$ cat src/rtl/preproc_axil_regs_pkg.sv
// Shared constants, register map and write-beat payload for the preprocessing register bank.
package preproc_regs_pkg;

    localparam int unsigned DATA_W   = 32;
    localparam int unsigned ADDR_W   = 4;
    localparam int unsigned STRB_W   = DATA_W / 8;
    localparam int unsigned RESP_W   = 2;
    localparam int unsigned OFFSET_W = 16;
    localparam int unsigned SEL_W    = 5;
    localparam int unsigned LANE_W   = 8;
    localparam int unsigned HOLD_STRB_W = OFFSET_W / LANE_W;

    // Word-aligned register map
    localparam logic [ADDR_W-1:0] ADDR_OFFSET     = 4'h0;
    localparam logic [ADDR_W-1:0] ADDR_SEL_SOURCE = 4'h4;
    localparam logic [ADDR_W-1:0] ADDR_CTRL       = 4'h8;
    localparam logic [ADDR_W-1:0] ADDR_STATUS     = 4'hC;

    // Reset values of the writable registers
    localparam logic [OFFSET_W-1:0] OFFSET_RST     = 16'h0000;
    localparam logic [SEL_W-1:0]    SEL_SOURCE_RST = 5'b00000;
    localparam logic                ENABLE_RST     = 1'b0;

    localparam logic [RESP_W-1:0] RESP_OKAY = 2'b00;

    // CTRL register bit positions
    localparam int unsigned CTRL_ENABLE_BIT   = 0;
    localparam int unsigned CTRL_SOFT_RST_BIT = 1;

    // Only the low 16 data bits and two byte strobes can affect any register
    typedef struct packed {
        logic [OFFSET_W-1:0]    data;
        logic [HOLD_STRB_W-1:0] strb;
    } w_beat_t;

    // Byte-lane merge of a held write beat into a 16-bit register
    function automatic logic [OFFSET_W-1:0] merge_lanes(input logic [OFFSET_W-1:0] cur,
                                                        input w_beat_t beat);
        logic [OFFSET_W-1:0] res;
        res = cur;
        for (int b = 0; b < int'(HOLD_STRB_W); b++) begin
            if (beat.strb[b]) res[LANE_W*b +: LANE_W] = beat.data[LANE_W*b +: LANE_W];
        end
        return res;
    endfunction

endpackage

$ cat src/rtl/preproc_axil_regs_if.sv
// AXI4-Lite channel bundle between the initiator and the preprocessing register bank.
interface preproc_axil_regs_if;
    import preproc_regs_pkg::*;

    logic [ADDR_W-1:0] awaddr;
    logic              awvalid;
    logic              awready;
    logic [DATA_W-1:0] wdata;
    logic [STRB_W-1:0] wstrb;
    logic              wvalid;
    logic              wready;
    logic [RESP_W-1:0] bresp;
    logic              bvalid;
    logic              bready;
    logic [ADDR_W-1:0] araddr;
    logic              arvalid;
    logic              arready;
    logic [DATA_W-1:0] rdata;
    logic [RESP_W-1:0] rresp;
    logic              rvalid;
    logic              rready;

    modport slave (
        input  awaddr, awvalid, wdata, wstrb, wvalid, bready, araddr, arvalid, rready,
        output awready, wready, bresp, bvalid, arready, rdata, rresp, rvalid
    );

    modport master (
        output awaddr, awvalid, wdata, wstrb, wvalid, bready, araddr, arvalid, rready,
        input  awready, wready, bresp, bvalid, arready, rdata, rresp, rvalid
    );

endinterface

$ cat src/rtl/preproc_axil_regs.sv
// AXI4-Lite register bank driving the static controls of the preprocessing datapath.
module preproc_axil_regs
    import preproc_regs_pkg::*;
(
    input  logic                s_axi_aclk,
    input  logic                s_axi_aresetn,
    preproc_axil_regs_if.slave  s_axi,
    input  logic [DATA_W-1:0]   status_i,
    output logic [OFFSET_W-1:0] offset_o,
    output logic [SEL_W-1:0]    sel_source_o,
    output logic                enable_o,
    output logic                soft_rst_o
);

    logic              ready_en_q;
    logic              aw_held_q;
    logic [ADDR_W-1:0] aw_addr_q;
    logic              w_held_q;
    w_beat_t           w_beat_q;
    logic              bvalid_q;
    logic              rvalid_q;
    logic [DATA_W-1:0] rdata_q;

    logic              aw_hs_c;
    logic              w_hs_c;
    logic              b_hs_c;
    logic              ar_hs_c;
    logic              r_hs_c;
    logic              commit_c;
    logic [ADDR_W-1:0] ar_word_c;
    logic [DATA_W-1:0] rd_mux_c;

    // Byte-offset bits and upper lanes never reach a register
    logic unused_bits_c;
    assign unused_bits_c = ^{s_axi.awaddr[1:0], s_axi.araddr[1:0],
                             s_axi.wdata[DATA_W-1:OFFSET_W], s_axi.wstrb[STRB_W-1:HOLD_STRB_W]};

    // Ready terms stay low in reset and the first cycle after it
    assign s_axi.awready = ready_en_q && !aw_held_q && !bvalid_q;
    assign s_axi.wready  = ready_en_q && !w_held_q && !bvalid_q;
    assign s_axi.arready = ready_en_q && !rvalid_q;
    assign s_axi.bvalid  = bvalid_q;
    assign s_axi.bresp   = RESP_OKAY;
    assign s_axi.rvalid  = rvalid_q;
    assign s_axi.rdata   = rdata_q;
    assign s_axi.rresp   = RESP_OKAY;

    assign aw_hs_c   = s_axi.awvalid && s_axi.awready;
    assign w_hs_c    = s_axi.wvalid && s_axi.wready;
    assign b_hs_c    = bvalid_q && s_axi.bready;
    assign ar_hs_c   = s_axi.arvalid && s_axi.arready;
    assign r_hs_c    = rvalid_q && s_axi.rready;
    assign commit_c  = aw_held_q && w_held_q;
    assign ar_word_c = {s_axi.araddr[ADDR_W-1:2], 2'b00};

    // Releases the handshake readies one cycle after reset deasserts
    always_ff @(posedge s_axi_aclk or negedge s_axi_aresetn) begin
        if (!s_axi_aresetn) ready_en_q <= 1'b0;
        else                ready_en_q <= 1'b1;
    end

    // Write channel: independent AW/W holds, commit once both present, single outstanding B
    always_ff @(posedge s_axi_aclk or negedge s_axi_aresetn) begin
        if (!s_axi_aresetn) begin
            aw_held_q <= 1'b0;
            aw_addr_q <= '0;
            w_held_q  <= 1'b0;
            w_beat_q  <= '0;
            bvalid_q  <= 1'b0;
        end else begin
            if (aw_hs_c) begin
                aw_held_q <= 1'b1;
                aw_addr_q <= {s_axi.awaddr[ADDR_W-1:2], 2'b00};
            end
            if (w_hs_c) begin
                w_held_q      <= 1'b1;
                w_beat_q.data <= s_axi.wdata[OFFSET_W-1:0];
                w_beat_q.strb <= s_axi.wstrb[HOLD_STRB_W-1:0];
            end
            if (commit_c) begin
                aw_held_q <= 1'b0;
                w_held_q  <= 1'b0;
                bvalid_q  <= 1'b1;
            end else if (b_hs_c) begin
                bvalid_q  <= 1'b0;
            end
        end
    end

    // Register file update on commit; soft reset is a single-cycle strobe
    always_ff @(posedge s_axi_aclk or negedge s_axi_aresetn) begin
        if (!s_axi_aresetn) begin
            offset_o     <= OFFSET_RST;
            sel_source_o <= SEL_SOURCE_RST;
            enable_o     <= ENABLE_RST;
            soft_rst_o   <= 1'b0;
        end else begin
            soft_rst_o <= 1'b0;
            if (commit_c) begin
                case (aw_addr_q)
                    ADDR_OFFSET: begin
                        offset_o <= merge_lanes(offset_o, w_beat_q);
                    end
                    ADDR_SEL_SOURCE: begin
                        if (w_beat_q.strb[0]) sel_source_o <= w_beat_q.data[SEL_W-1:0];
                    end
                    ADDR_CTRL: begin
                        if (w_beat_q.strb[0]) begin
                            enable_o   <= w_beat_q.data[CTRL_ENABLE_BIT];
                            soft_rst_o <= w_beat_q.data[CTRL_SOFT_RST_BIT];
                        end
                    end
                    default: begin
                    end
                endcase
            end
        end
    end

    // Read mux over current register values; unused bits read as zero
    always_comb begin
        rd_mux_c = '0;
        case (ar_word_c)
            ADDR_OFFSET:     rd_mux_c[OFFSET_W-1:0]   = offset_o;
            ADDR_SEL_SOURCE: rd_mux_c[SEL_W-1:0]      = sel_source_o;
            ADDR_CTRL:       rd_mux_c[CTRL_ENABLE_BIT] = enable_o;
            ADDR_STATUS:     rd_mux_c                 = status_i;
            default:         rd_mux_c                 = '0;
        endcase
    end

    // Read channel: capture on AR handshake, hold data until R handshake
    always_ff @(posedge s_axi_aclk or negedge s_axi_aresetn) begin
        if (!s_axi_aresetn) begin
            rvalid_q <= 1'b0;
            rdata_q  <= '0;
        end else begin
            if (ar_hs_c) begin
                rvalid_q <= 1'b1;
                rdata_q  <= rd_mux_c;
            end else if (r_hs_c) begin
                rvalid_q <= 1'b0;
            end
        end
    end

endmodule

$ cat src/flat_wrapper.sv
// flat-port wrapper written by rule: the top's interface ports become plain ports
module preproc_axil_regs_flat import preproc_regs_pkg::*;
  (s_axi_aclk, s_axi_aresetn, status_i, offset_o, sel_source_o, enable_o, soft_rst_o, s_axi_awaddr, s_axi_awvalid, s_axi_wdata, s_axi_wstrb, s_axi_wvalid, s_axi_bready, s_axi_araddr, s_axi_arvalid, s_axi_rready, s_axi_awready, s_axi_wready, s_axi_bresp, s_axi_bvalid, s_axi_arready, s_axi_rdata, s_axi_rresp, s_axi_rvalid);
  preproc_axil_regs_if s_axi_i ();
  input  logic s_axi_aclk;
  input  logic s_axi_aresetn;
  input  logic [DATA_W-1:0] status_i;
  output logic [OFFSET_W-1:0] offset_o;
  output logic [SEL_W-1:0] sel_source_o;
  output logic enable_o;
  output logic soft_rst_o;
  input wire logic [$bits(s_axi_i.awaddr)-1:0] s_axi_awaddr;
  input wire logic [$bits(s_axi_i.awvalid)-1:0] s_axi_awvalid;
  input wire logic [$bits(s_axi_i.wdata)-1:0] s_axi_wdata;
  input wire logic [$bits(s_axi_i.wstrb)-1:0] s_axi_wstrb;
  input wire logic [$bits(s_axi_i.wvalid)-1:0] s_axi_wvalid;
  input wire logic [$bits(s_axi_i.bready)-1:0] s_axi_bready;
  input wire logic [$bits(s_axi_i.araddr)-1:0] s_axi_araddr;
  input wire logic [$bits(s_axi_i.arvalid)-1:0] s_axi_arvalid;
  input wire logic [$bits(s_axi_i.rready)-1:0] s_axi_rready;
  output wire logic [$bits(s_axi_i.awready)-1:0] s_axi_awready;
  output wire logic [$bits(s_axi_i.wready)-1:0] s_axi_wready;
  output wire logic [$bits(s_axi_i.bresp)-1:0] s_axi_bresp;
  output wire logic [$bits(s_axi_i.bvalid)-1:0] s_axi_bvalid;
  output wire logic [$bits(s_axi_i.arready)-1:0] s_axi_arready;
  output wire logic [$bits(s_axi_i.rdata)-1:0] s_axi_rdata;
  output wire logic [$bits(s_axi_i.rresp)-1:0] s_axi_rresp;
  output wire logic [$bits(s_axi_i.rvalid)-1:0] s_axi_rvalid;
  assign s_axi_i.awaddr = s_axi_awaddr;
  assign s_axi_i.awvalid = s_axi_awvalid;
  assign s_axi_i.wdata = s_axi_wdata;
  assign s_axi_i.wstrb = s_axi_wstrb;
  assign s_axi_i.wvalid = s_axi_wvalid;
  assign s_axi_i.bready = s_axi_bready;
  assign s_axi_i.araddr = s_axi_araddr;
  assign s_axi_i.arvalid = s_axi_arvalid;
  assign s_axi_i.rready = s_axi_rready;
  assign s_axi_awready = s_axi_i.awready;
  assign s_axi_wready = s_axi_i.wready;
  assign s_axi_bresp = s_axi_i.bresp;
  assign s_axi_bvalid = s_axi_i.bvalid;
  assign s_axi_arready = s_axi_i.arready;
  assign s_axi_rdata = s_axi_i.rdata;
  assign s_axi_rresp = s_axi_i.rresp;
  assign s_axi_rvalid = s_axi_i.rvalid;
  preproc_axil_regs u_core (.s_axi_aclk(s_axi_aclk), .s_axi_aresetn(s_axi_aresetn), .s_axi(s_axi_i), .status_i(status_i), .offset_o(offset_o), .sel_source_o(sel_source_o), .enable_o(enable_o), .soft_rst_o(soft_rst_o));
endmodule
$ cat config.mk
export PLATFORM = sky130hd
export DESIGN_NAME = preproc_axil_regs_flat
export DESIGN_NICKNAME = d
export VERILOG_FILES = /design/src/rtl/preproc_axil_regs_pkg.sv /design/src/rtl/preproc_axil_regs_if.sv /design/src/rtl/preproc_axil_regs.sv /design/src/flat_wrapper.sv
export SDC_FILE = /design/constraint.sdc
export NUM_CORES = 1
export LEC_CHECK = 0
export BUFFER_PORTS_ARGS = -buffer_cell sky130_fd_sc_hd__buf_2
export CAP_MARGIN = 10
export CORE_MARGIN = 2
export CORE_UTILIZATION = 40
export DETAILED_ROUTE_END_ITERATION = 10
export PLACE_DENSITY = 0.69
export SLEW_MARGIN = 0
export SYNTH_ARGS = -nofsm -noshare
export SYNTH_HDL_FRONTEND = slang
export SYNTH_SLANG_ARGS = --single-unit
$ cat constraint.sdc
create_clock -name s_axi_aclk -period 2.6 [get_ports s_axi_aclk]
set_input_delay 0.26 -clock s_axi_aclk [delete_from_list [all_inputs] [get_ports s_axi_aclk]]
set_output_delay 0.26 -clock s_axi_aclk [all_outputs]
set_load 0.005 [all_outputs]
# After elaboration in Yosys (flattened, before gate mapping)
# Index checks and enable logic that the tools add are counted.
# word_totals
output_inout_bits	64
input_bits	83
ff_bits	80
elab_cells	59
# op_classes
n_eq_ne	5
n_reduce_logical	25
n_mux	15
# op_table
operator	n
one-hot mux 11 bit (2 select lines)	1
two-way mux 16 bit	1
one-hot mux 4 bit (3 select lines)	1
AND reduction 3 bit	4
logical AND 1 bit	11
two-way mux 1 bit	11
zero test 4 bit	2
nonzero test 2 bit	4
== test 2 bit (second input constant)	3
== test 2 x 1 -> 1 bit (second input constant)	2
zero test 1 bit	4
one-hot mux 1 bit (4 select lines)	1

# Depth between registers and ports, before layout
# depth
ltp_word	6
ltp_mapped	6
ltp_nobuf	5

# Worst setup path after synthesis
# OpenSTA, ideal clock, no wires.
# synth_path
kind	register -> register
from	register u_core.w_held_q
to	register u_core.w_beat_q[0] (netlist name)
t_arrival_ps	1355
setup_time_ps	125
setup_slack_ps	1120
stages_incl_launch_ff	6
synth_period_minus_slack_ps	1480
n_path_buf	2
required_time_ps	2475
path_cell_list	dfrtp_1 > nor3b_2 > and2_1 > buf_6 > buf_6 > mux2_2
# synth_via
elab_chain_len	4
# synth_lines
item	line_no	rtl
from (decl)	preproc_axil_regs.sv:18	logic w_held_q;
from (signal assigned)	preproc_axil_regs.sv:67	w_held_q <= 1'b0;
from (signal assigned)	preproc_axil_regs.sv:76	w_held_q <= 1'b1;
from (signal assigned)	preproc_axil_regs.sv:82	w_held_q <= 1'b0;
zero test 1 bit	preproc_axil_regs.sv:40	assign s_axi.wready = ready_en_q && !w_held_q && !bvalid_q;
logical AND 1 bit (2 in series)	preproc_axil_regs.sv:40	
via s_axi_wready	flat_wrapper.sv:22	output wire logic [$bits(s_axi_i.wready)-1:0] s_axi_wready;
logical AND 1 bit	preproc_axil_regs.sv:49	assign w_hs_c = s_axi.wvalid && s_axi.wready;
to (decl)	preproc_axil_regs.sv:19	w_beat_t w_beat_q;
# The timed path passes the listed nets, and every way through them passes these cells.
# A chain may end at the register's enable or synchronous reset.

# Final worst setup path
# layout_path
from	register u_core.ready_en_q
to	register u_core.w_beat_q[4] (netlist name)
# layout_via
elab_chain_len	3
# layout_lines
item	line_no	rtl
from (decl)	preproc_axil_regs.sv:15	logic ready_en_q;
from (signal assigned)	preproc_axil_regs.sv:58	if (!s_axi_aresetn) ready_en_q <= 1'b0;
from (signal assigned)	preproc_axil_regs.sv:59	else ready_en_q <= 1'b1;
logical AND 1 bit (2 in series)	preproc_axil_regs.sv:40	
logical AND 1 bit	preproc_axil_regs.sv:49	
# Every way passes these cells.

==> summary.md <==
| Metric | Value |
|---|---|
| Post-CTS Setup Inserts | `0` |
| Syn_area_per_cell | `around 12 sq um` |
| Outcome | `complete, no violations` |
| Placement Cell Area | `0.00399 sq mm` |
| RSZ-0062 raised after global routing | `false` |
| Internal Dissipation | `around 0.0029 W` |
| Drt first pass iters | `5` |
| Routed wire per std cell | `14.6 um` |
| CTS tree | `yes` |
| Iter 0 DRT Violations | `~160` |
| Post-synthesis cell area | `approximately 0.0034 sq mm` |
| HPWL Detailed | `~5300 um` |
| Max frequency | `roughly 0.57 GHz` |
| Slew HR | `between 30% and 40%` |
| I/O pin total | `147` |
| Routed WL | `roughly 7200 um` |
| DP Cell Count | `between 400 and 500` |
| Post-synth EDFFs | `0` |
| Vias in the first global route | `around 2200` |
| Syn Inst Count | `272` |
| Post-synth ARST share | `100%` |
| CTS Hold Bufs | `0` |
| Layout cells sized above 1 | `between 40% and 50%` |
| Port Buf Inserts | `120` |
| Maximum vdd drop | `about 0.43 mV` |
| Resized cells post-CTS | `0` |
| Drt drc | `0` |
| Final setup violation count | `0` |
| First-pass GRT wire length | `11100 um` |
| Clock Sinks | `80` |
| Crit-path slowest cell | `dfrtp_1` |
| Setup TNS | `0 ns` |
| Commonest non-fill, non-tap cells in the layout | `119 x buf_2, 80 x dfrtp_1, 51 x nand2_1` |
| Skew final | `around 0.0095 ns` |
| Fin crit period | `1.76 ns` |
| Register area share after synthesis | `59.7%` |
| Die Area | `between 0.009 and 0.01 sq mm` |
| Flop pwr share | `just under 50%` |
| Final slew viol count | `0` |
| Total CTS buffers | `9` |
| Post-Layout Cell Count | `just under 500` |
| Congestion Overflow GR | `0` |
| Hold Vio Cnt, Final | `0` |
| Pin count of the biggest net entering global routing | `81` |
| Fill count | `750` |
| Sw Pwr | `approximately 0.0011 W` |
| Leading cell type in the layout, fill and taps excluded | `buf_2` |
| Data arrival, critical path | `slightly below 2 ns` |
| Worst Reg-to-Reg Cells | `4` |
| Initial antenna violation count | `1` |
| Core Box Area | `a little over 0.008 sq mm` |
| CP required | `approximately 2.8 ns` |
| Nets | `around 480` |
| Reg2Reg Setup Slack | `0.84 ns` |
| Deepest clock path buffer count | `2` |
| Power, Total | `approximately 0.0039 W` |
| Synth-to-layout area growth | `26.4%` |
| Ys Warns | `0` |
| Most used flip-flop cell after synthesis | `dfrtp_1` |
| Tcrit/Tclk final | `67.7%` |
| DIE HEIGHT | `approximately 96 um` |
| # rows | `33` |
| CP cell instances | `nor3b_2 > and2_1 > buf_4 > mux2_2` |
| Effective utilization at floorplan | `41.0%` |
| Placer Congestion | `0.813` |
| Power per Cell Area | `between 900 and 1000 mW/mm^2` |
| CTS H-tree lvls | `3` |
| Clock transition at path regs | `approximately 0.070 ns` |
| Pleak | `roughly 2.2 nW` |
| Clk pwr share | `between 20 and 30%` |
| Final instance area | `0.00423 sq mm` |
| CP max FO | `12` |
| Startpoint Class | `flip-flop` |
| Worst-skew pair later-pin latency | `0.33 ns` |
| Combinational share of power | `23.5%` |
| Slowest stage delay, CP | `approximately 0.44 ns` |
| Max cap viols | `0` |
| Sw Ratio | `~27%` |
| Avg Vias per Cell | `between 4 and 5` |
| Yosys cell types | `29` |
| Flops & latches, synth | `80` |
| Clock root cell | `clkbuf_8` |
| Antenna Nets Post-Route | `0` |
| Die width | `~96 um` |
| Hold Path Class | `input pin to asynchronous set/reset pin` |
| Endpoint type of the worst setup path | `flip-flop` |
| Worst Max-Slew Pin Slew | `1.00 ns` |
| Total track usage | `16.0%` |
| Total vias in the final route | `~2400` |
| Crit Path Class | `flip-flop to flip-flop` |
-- worst paths after layout --
kind                                       startpoint                      to
worst max register to register      u_core.ready_en_q      u_core.w_beat_q[4]
max in group asynchronous               s_axi_aresetn  u_core.s_axi.rdata[25]
min in group s_axi_aclk                  s_axi_rready     u_core.s_axi.rvalid
worst min register to register  u_core.s_axi.rdata[9]   u_core.s_axi.rdata[9]
worst min-delay path                    s_axi_aresetn      u_core.w_beat_q[4]
worst max-delay path                u_core.ready_en_q      u_core.w_beat_q[4]
-- flip-flops by register name (all words and copies together) (netlist names) --
register and count:
u_core.offset_o 16, u_core.s_axi.rvalid 1, u_core.enable_o 1, u_core.s_axi.bvalid 1, u_core.s_axi.rdata 32, u_core.aw_held_q 1
u_core.w_held_q 1, u_core.w_beat_q 18, u_core.soft_rst_o 1, u_core.ready_en_q 1, u_core.aw_addr_q 2, u_core.sel_source_o 5
-- cell type report --
| type | count | area (sq um) | area share (%) |
|---|---|---|---|
| flip-flops and latches | 80 | 2000 | 47.3 |
| multi-input cells | 167 | 1210 | 28.5 |
| repair buffers | 123 | 626 | 14.8 |
| clock buffers | 11 | 151 | 3.58 |
| well taps | 105 | 131 | 3.10 |
| clock inverters | 3 | 90.1 | 2.13 |
| inverters | 6 | 22.5 | 0.532 |
| diodes | 1 | 2.50 | 0.0591 |
-- cell usage after synthesis (4+ instances only) --
library cell	count	area share [%]
dfrtp_1	80	60
nand2_1	51	5.7
mux2_2	36	12
o21ai_0	20	3.0
o31ai_1	15	3.4
a22oi_1	11	2.5
clkbuf_1	8	0.90
buf_2	7	1.0
inv_1	6	0.67
ha_1	5	1.9
mux2_4	5	2.2
a222oi_1	4	1.2
buf_4	4	0.90
-- kinds of logic after synthesis --
family,synth area share (%)
flops,59.7
simple gates,8.18
compound gates,10.8
mux,14.7
buf+inv,4.52
fa+ha+maj,1.87
other cells,0.224
-- power groups by stage --
stage	sequential [W]	combinational, W	clock [W]
final	0.00192	0.000925	0.00109
after global routing	0.00198	0.00102	0.00119
after CTS	0.00192	0.000940	0.00113
after detailed placement	0.00195	0.000939	0
after global placement	0.00193	0.000914	0
after floorplan	0.00189	0.000551	0
-- stage by stage --
step / util [%] / hold WS (ns) / setup WS (ns)
global route: 51.8 / 0.113 / 0.703
global placement: 48.8 / 0.455 / 0.820
floorplan: - / -0.0356 / 1.12
detailed placement: 48.8 / 0.460 / 0.732
finish: 51.8 / 0.0835 / 0.839
CTS: 51.8 / 0.109 / 0.820
-- metal layers --
metal | wire length, um | part of all wire [%] | GRT usage, %
met1 | 3340 | 46 | 21.8
met2 | 3410 | 47 | 24.9
met3 | 393 | 5.4 | 4.27
met4 | 70 | 0.97 | 5.36
met5 | 13 | 0.18 | 0
-- critical path: cells and delay by family (launching register included) --
family	cells	cell delay (ns)
and+or+nand+nor	2	0.58
DFF	1	0.44
muxes	1	0.35
buffers and inverters	1	0.28
Power figures use the tool's default switching activity.
